===== config.mk =====
export PLATFORM = sky130hd
export DESIGN_NAME = trace_tx
export DESIGN_NICKNAME = d
export VERILOG_FILES = /design/src/rtl/trace_tx.sv
export SDC_FILE = /design/constraint.sdc
export NUM_CORES = 1
export LEC_CHECK = 0
export BUFFER_PORTS_ARGS = -buffer_cell sky130_fd_sc_hd__buf_2
export CAP_MARGIN = 20
export CORE_AREA = 2 2 79 119
export CTS_BUF_LIST = sky130_fd_sc_hd__clkbuf_8
export DETAILED_ROUTE_END_ITERATION = 16
export DIE_AREA = 0 0 81 121
export HOLD_SLACK_MARGIN = 0.12
export PLACE_DENSITY = 0.54
export RECOVER_POWER = 50
export SYNTH_ARGS = -nofsm -noshare
export SYNTH_HDL_FRONTEND = slang
export SYNTH_SLANG_ARGS = --single-unit

===== constraint.sdc =====
create_clock -name traceClkin -period 4.6 [get_ports traceClkin]
set_input_delay 0 -clock traceClkin [delete_from_list [all_inputs] [get_ports traceClkin]]
set_output_delay 0 -clock traceClkin [all_outputs]
set_load 0.01 [all_outputs]

===== src/rtl/trace_tx.sv =====
// trace_tx: serialises 16-bit trace halfwords LSB first onto a DDR trace port of 1, 2 or 4 lanes.
// Defining TRACE_TX_PERIODIC_SYNC_EN adds a full sync after every SYNC_INTERVAL completed frames.
module trace_tx #(
  parameter int BUSWIDTH      = 4,
  parameter int SYNC_INTERVAL = 16
) (
  input  logic                traceClkin,
  input  logic                rst,
  input  logic [2:0]          width,
  input  logic [15:0]         wrWd,
  input  logic                wrValid,
  output logic                wrReady,
  input  logic                syncReq,
  output logic [BUSWIDTH-1:0] traceDouta,
  output logic [BUSWIDTH-1:0] traceDoutb,
  output logic                syncActive,
  output logic                frameDone
);

  localparam logic [15:0] SYNC_HI = 16'hFFFF;
  localparam logic [15:0] SYNC_LO = 16'h7FFF;

  typedef enum logic [1:0] {SYNC, DATA, BAD} state_e;

  if (BUSWIDTH < 1 || SYNC_INTERVAL < 1) begin : g_param_check
    $error("trace_tx: BUSWIDTH and SYNC_INTERVAL must be at least 1");
  end

  function automatic logic width_ok(input logic [2:0] w);
    return ((w == 3'd1) || (w == 3'd2) || (w == 3'd4)) && (int'(w) <= BUSWIDTH);
  endfunction

  // Low w bits of hw, zero-extended so unused lanes stay 0.
  function automatic logic [BUSWIDTH-1:0] lane(input logic [15:0] hw, input logic [2:0] w);
    logic [15:0] mask;
    mask = (16'd1 << w) - 16'd1;
    return BUSWIDTH'(hw & mask);
  endfunction

  function automatic logic [2:0] last_beat(input logic [2:0] w);
    case (w)
      3'd1:    return 3'd7;
      3'd2:    return 3'd3;
      default: return 3'd1;
    endcase
  endfunction

  state_e              state_q, state_d;
  logic                sync_half_q, sync_half_d;
  logic [2:0]          beat_q, beat_d;
  logic [15:0]         shift_q, shift_d;
  logic [2:0]          width_q, width_d;
  logic [BUSWIDTH-1:0] douta_q, douta_d;
  logic [BUSWIDTH-1:0] doutb_q, doutb_d;
  logic                sync_active_q, sync_active_d;
  logic                frame_done_q, frame_done_d;
  logic [2:0]          frame_cnt_q, frame_cnt_d;
  logic                sync_pending_q, sync_pending_d;
`ifdef TRACE_TX_PERIODIC_SYNC_EN
  localparam int IW = (SYNC_INTERVAL > 1) ? $clog2(SYNC_INTERVAL) : 1;
  logic [IW-1:0]       interval_q, interval_d;
`endif

  logic        boundary;
  logic        sync_due;
  logic        wr_fire;
  logic        do_load;
  logic [15:0] load_hw;

  // beat_q counts beats still to show after the one on the pins; 0 marks a halfword boundary.
  assign boundary = (beat_q == 3'd0);
  assign sync_due = sync_pending_q || syncReq;
  assign wrReady  = (state_q == DATA) && boundary && !sync_pending_q && !syncReq && width_ok(width);
  assign wr_fire  = wrValid && wrReady;

  always_comb begin
    // NOTE: every signal written here gets a default first so no latch is inferred.
    state_d        = state_q;
    sync_half_d    = sync_half_q;
    beat_d         = beat_q;
    shift_d        = shift_q;
    width_d        = width_q;
    douta_d        = douta_q;
    doutb_d        = doutb_q;
    sync_active_d  = sync_active_q;
    frame_done_d   = 1'b0;
    frame_cnt_d    = frame_cnt_q;
    sync_pending_d = sync_pending_q;
    do_load        = 1'b0;
    load_hw        = SYNC_LO;
`ifdef TRACE_TX_PERIODIC_SYNC_EN
    interval_d     = interval_q;
`endif

    if (syncReq && state_q == DATA) sync_pending_d = 1'b1;

    case (state_q)
      BAD: begin
        douta_d       = '0;
        doutb_d       = '0;
        sync_active_d = 1'b0;
        if (width_ok(width)) begin
          state_d     = SYNC;
          sync_half_d = 1'b0;
          beat_d      = 3'd0;
        end
      end
      default: begin
        if (!boundary) begin
          douta_d = lane(shift_q, width_q);
          doutb_d = lane(shift_q >> width_q, width_q);
          shift_d = shift_q >> {width_q, 1'b0};
          beat_d  = beat_q - 3'd1;
        end else if (!width_ok(width)) begin
          state_d        = BAD;
          douta_d        = '0;
          doutb_d        = '0;
          sync_active_d  = 1'b0;
          beat_d         = 3'd0;
          frame_cnt_d    = 3'd0;
          sync_pending_d = 1'b0;
        end else if (state_q == SYNC) begin
          do_load       = 1'b1;
          load_hw       = sync_half_q ? SYNC_LO : SYNC_HI;
          sync_active_d = 1'b1;
          sync_half_d   = !sync_half_q;
          if (sync_half_q) state_d = DATA;
        end else if (sync_due) begin
          // A pending sync wins over data and drops any partial frame.
          do_load        = 1'b1;
          load_hw        = SYNC_HI;
          sync_active_d  = 1'b1;
          state_d        = SYNC;
          sync_half_d    = 1'b1;
          frame_cnt_d    = 3'd0;
          sync_pending_d = 1'b0;
        end else if (wr_fire) begin
          do_load       = 1'b1;
          load_hw       = wrWd;
          sync_active_d = 1'b0;
          frame_cnt_d   = frame_cnt_q + 3'd1;
          if (frame_cnt_q == 3'd7) begin
            frame_done_d = 1'b1;
`ifdef TRACE_TX_PERIODIC_SYNC_EN
            if (interval_q == IW'(SYNC_INTERVAL - 1)) begin
              interval_d     = '0;
              sync_pending_d = 1'b1;
            end else begin
              interval_d = interval_q + 1'b1;
            end
`endif
          end
        end else begin
          do_load       = 1'b1;
          load_hw       = SYNC_LO;
          sync_active_d = 1'b0;
        end
      end
    endcase

    // The width is sampled only here, so a halfword in flight finishes at its own width.
    if (do_load) begin
      width_d = width;
      douta_d = lane(load_hw, width);
      doutb_d = lane(load_hw >> width, width);
      shift_d = load_hw >> {width, 1'b0};
      beat_d  = last_beat(width);
    end
  end

  // NOTE: reset is synchronous to traceClkin; it is sampled only on the clock edge.
  always_ff @(posedge traceClkin) begin
    if (rst) begin
      // NOTE: sequential state uses non-blocking assignments so every flop samples pre-edge values.
      state_q        <= SYNC;
      sync_half_q    <= 1'b0;
      beat_q         <= 3'd0;
      shift_q        <= '0;
      width_q        <= 3'd4;
      douta_q        <= '0;
      doutb_q        <= '0;
      sync_active_q  <= 1'b0;
      frame_done_q   <= 1'b0;
      frame_cnt_q    <= 3'd0;
      sync_pending_q <= 1'b0;
`ifdef TRACE_TX_PERIODIC_SYNC_EN
      interval_q     <= '0;
`endif
    end else begin
      state_q        <= state_d;
      sync_half_q    <= sync_half_d;
      beat_q         <= beat_d;
      shift_q        <= shift_d;
      width_q        <= width_d;
      douta_q        <= douta_d;
      doutb_q        <= doutb_d;
      sync_active_q  <= sync_active_d;
      frame_done_q   <= frame_done_d;
      frame_cnt_q    <= frame_cnt_d;
      sync_pending_q <= sync_pending_d;
`ifdef TRACE_TX_PERIODIC_SYNC_EN
      interval_q     <= interval_d;
`endif
    end
  end

  assign traceDouta = douta_q;
  assign traceDoutb = doutb_q;
  assign syncActive = sync_active_q;
  assign frameDone  = frame_done_q;

endmodule


==> flow_summary.json <==
{
  "synthCells": 377,
  "postLayoutCellArea_mm2": 0.00331,
  "antenna_found_initial": 0,
  "p_total_mw": 1.30,
  "die-area_mm2": 0.00980,
  "drtIter0Drc": 246,
  "cts_root_buf": "clkbuf_8",
  "slew_violations": 0,
  "clkPwrFrac_pct": 27.1,
  "grt_use_met3_pct": 3.27,
  "leakage_nw": 1.15,
  "setup_violations": 0,
  "grt_pass1_vias": 3123,
  "ctsHoldBuffers": 5,
  "die_height_um": 121,
  "synthAdderAreaFrac_pct": 1.25,
  "crit_family": "simple AND/OR/NAND/NOR gates",
  "synth-simple-area-share_pct": 20.2,
  "rsz0062_at_grt": "false",
  "crit_chain": "or3_1, nor4_1, o21ai_0, o211ai_1, o221a_2",
  "synthesis.area_mm2": 0.00300,
  "power_frac_comb_pct": 37.7,
  "ios": 34,
  "vias": 3122,
  "finalSetupTns_ns": 0,
  "port_buffers": 33,
  "synthFlopType": "dfxtp_1",
  "cts_buffer_depth": 2,
  "path_max_fanout": 12,
  "finalWeightedCongestion": 0.975,
  "post_dp_cell_area_mm2": 0.00316,
  "drt_pass1_iterations": 6,
  "drive_gt1_share_pct": 13.0,
  "max_stage_delay_ns": 1.08,
  "status": "finished, final reports clean",
  "hold_viol": 0,
  "tightestPinTransition_ns": 1.23,
  "routed_wl_um": 10400,
  "grt_first_pass_wirelength_um": 16600,
  "start_util_pct": 34.3,
  "synthDistinctLibCells": 59,
  "grt_usage_pct": 22.4,
  "critPathLaunchType": "flop",
  "cts_resized": 0,
  "synthXorXnorAreaFrac_pct": 0.877,
  "worstPathArrival_ns": 3.03,
  "numCtsBuffers": 5,
  "p_per_area_mw_per_mm2": 394,
  "stdcell_count": 502,
  "clkSinkCount": 39,
  "async_flop_share_pct": 0,
  "cap_viol_max_count": 0,
  "area_growth_pct": 10.5,
  "switching_power_mw": 0.516,
  "synth_warnings": 0,
  "dp_hpwl_um": 7690,
  "fill_cells": 939,
  "syn_avg_cell_area_um2": 7.95,
  "synth_mux_area_share_pct": 15.6,
  "grt_busiest_layer": "met2",
  "swShare_pct": 39.5,
  "ys_seq_area_share_pct": 26.1,
  "die_w_um": 81,
  "worstSetupPathType": "flop to flop",
  "layout_min_cycle_time_ns": 2.77,
  "postCtsSetupBuffers": 0,
  "diodes": 0,
  "period_share_pct": 60.2,
  "drc_errors": 0,
  "synth_fp_nets": 403,
  "grt_start_max_net_pins": 35,
  "h-tree-depth": 2,
  "wl_per_cell_um": 20.8,
  "cp.buffers_inverters": 0,
  "core_mm2": 0.00872,
  "ys_ff_latch": 39,
  "multiInputGateArea_mm2": 0.00200,
  "slew_headroom_pct": 17.5,
  "post_drt_via_cell_ratio": 6.22,
  "hp-class": "primary input to flop",
  "cts_tree": "done",
  "ant_nets": 0,
  "p_seq_share_pct": 35.2,
  "cp_slowest_cell": "nor4_1",
  "skew_ns": 0.0139,
  "num_rows": 42,
  "clk_pin_slew_worst_paths_ns": 0.09,
  "peakVddDrop_mv": 0.307,
  "synth_edf_count": 0,
  "internal-power_mw": 0.789,
  "max_freq_ghz": 0.361,
  "crit_required_ns": 4.87,
  "cp-end-kind": "flop",
  "synth_top_family_by_area": "compound AO/OA/AOI/OAI gates",
  "clkLatencyLatePin_ns": 0.31,
  "final_nets": 417,
  "overflow": 0,
  "met2_usage_pct": 39.6,
  "grt_use_met1_pct": 24.5,
  "seq_area_um2": 781,
  "synth_compound_area_share_pct": 29.4,
  "dp_cells": 489
}
-- state kept, by name, indices dropped and copies added (netlist names) --
register,flops
frameDone,1
syncActive,1
traceDouta,4
beat_q,3
traceDoutb,4
sync_pending_q,1
state_q,2
sync_half_q,1
shift_q,16
width_q,3
frame_cnt_q,3
-- power groups by stage --
| stage | logic [mW] | clock network [mW] | registers, mW |
|---|---|---|---|
| floorplan | 0.371 | 0 | 0.437 |
| global placement | 0.494 | 0 | 0.465 |
| detailed placement | 0.493 | 0 | 0.466 |
| CTS | 0.498 | 0.358 | 0.458 |
| global route | 0.542 | 0.370 | 0.468 |
| finish | 0.492 | 0.353 | 0.460 |
-- area by class of cell --
class                      instances  area share, %
multi-input combinational        294           60.5
sequential                        39           23.6
timing repair buffer              41           6.65
tap                              110           4.16
clock buffer                       5           2.08
clock inverter                     3           1.93
inverter                          10           1.13
-- placed cells by master (no fill, tap or decap), drive strengths merged, types with 4 or more instances in the layout --
cell and count:
dlygate4sd3 5, mux4 9, o21ai 34, nand2 32, a211o 5, a31oi 5, a21oi 30, mux2i 22
nor2 34, buf 24, clkbuf 17, nor3 14, nor3b 5, a211oi 7, inv 11, o211ai 4
nand3 12, or3 6, mux2 4, dfxtp 39, a21o 4
-- logic make-up after synthesis --
logic type,after synthesis
xor gates and xnor gates,3
muxes,35
DFF,39
adders and majority gates,3
and+or+nand+nor,121
buffers and inverters,44
AOI/OAI and AO/OA,132
-- cells in the mapped netlist (4+ instances only) --
| library cell | instances | area (um2) |
|---|---|---|
| dfxtp_1 | 39 | 781 |
| nor2_1 | 33 | 124 |
| nand2_1 | 32 | 120 |
| o21ai_0 | 32 | 160 |
| a21oi_1 | 29 | 145 |
| mux2i_1 | 22 | 220 |
| clkbuf_1 | 20 | 75.1 |
| nand3_1 | 12 | 60.1 |
| nor3_1 | 12 | 60.1 |
| inv_1 | 10 | 37.5 |
| buf_2 | 9 | 45.0 |
| mux4_2 | 9 | 203 |
| a211oi_1 | 7 | 52.6 |
| or3_1 | 6 | 37.5 |
| a211o_1 | 5 | 43.8 |
| a31oi_1 | 5 | 31.3 |
| nor3b_1 | 5 | 37.5 |
| a21o_1 | 4 | 30.0 |
| mux2_2 | 4 | 45.0 |
| o211ai_1 | 4 | 30.0 |
-- stage by stage --
step	hold WS [ns]	setup WS, ns	util, %
after floorplan	0.189	2.73	-
after global placement	0.313	2.03	36.3
after detailed placement	0.310	1.96	36.3
after CTS	0.124	1.98	38.4
after global routing	0.156	1.73	37.9
final	0.130	1.83	37.9
-- path summary, 6_finish.rpt --
path / slack [ns] / cells past startpoint / start / to
setup / recovery: 1.83 / 5 / beat_q[0] / shift_q[7]
hold / removal: 0.13 / 4 / wrWd[13] / shift_q[5]
setup reg to reg: 1.83 / 5 / beat_q[0] / shift_q[7]
hold reg to reg: 0.48 / 2 / frame_cnt_q[2] / frame_cnt_q[2]
-- worst register-to-register path: stages (launching register included) --
cell and delay (ns):
dfxtp_1 0.35, or3_1 0.56, nor4_1 1.09, o21ai_0 0.27, o211ai_1 0.23, o221a_2 0.23
-- per-layer routing --
metal	wire length (um)	part of all wire, %
met1	3900	37
met2	5440	52
met3	459	4.4
met4	626	6.0
met5	0	0
Note: power is estimated with default switching activity, not from simulation.
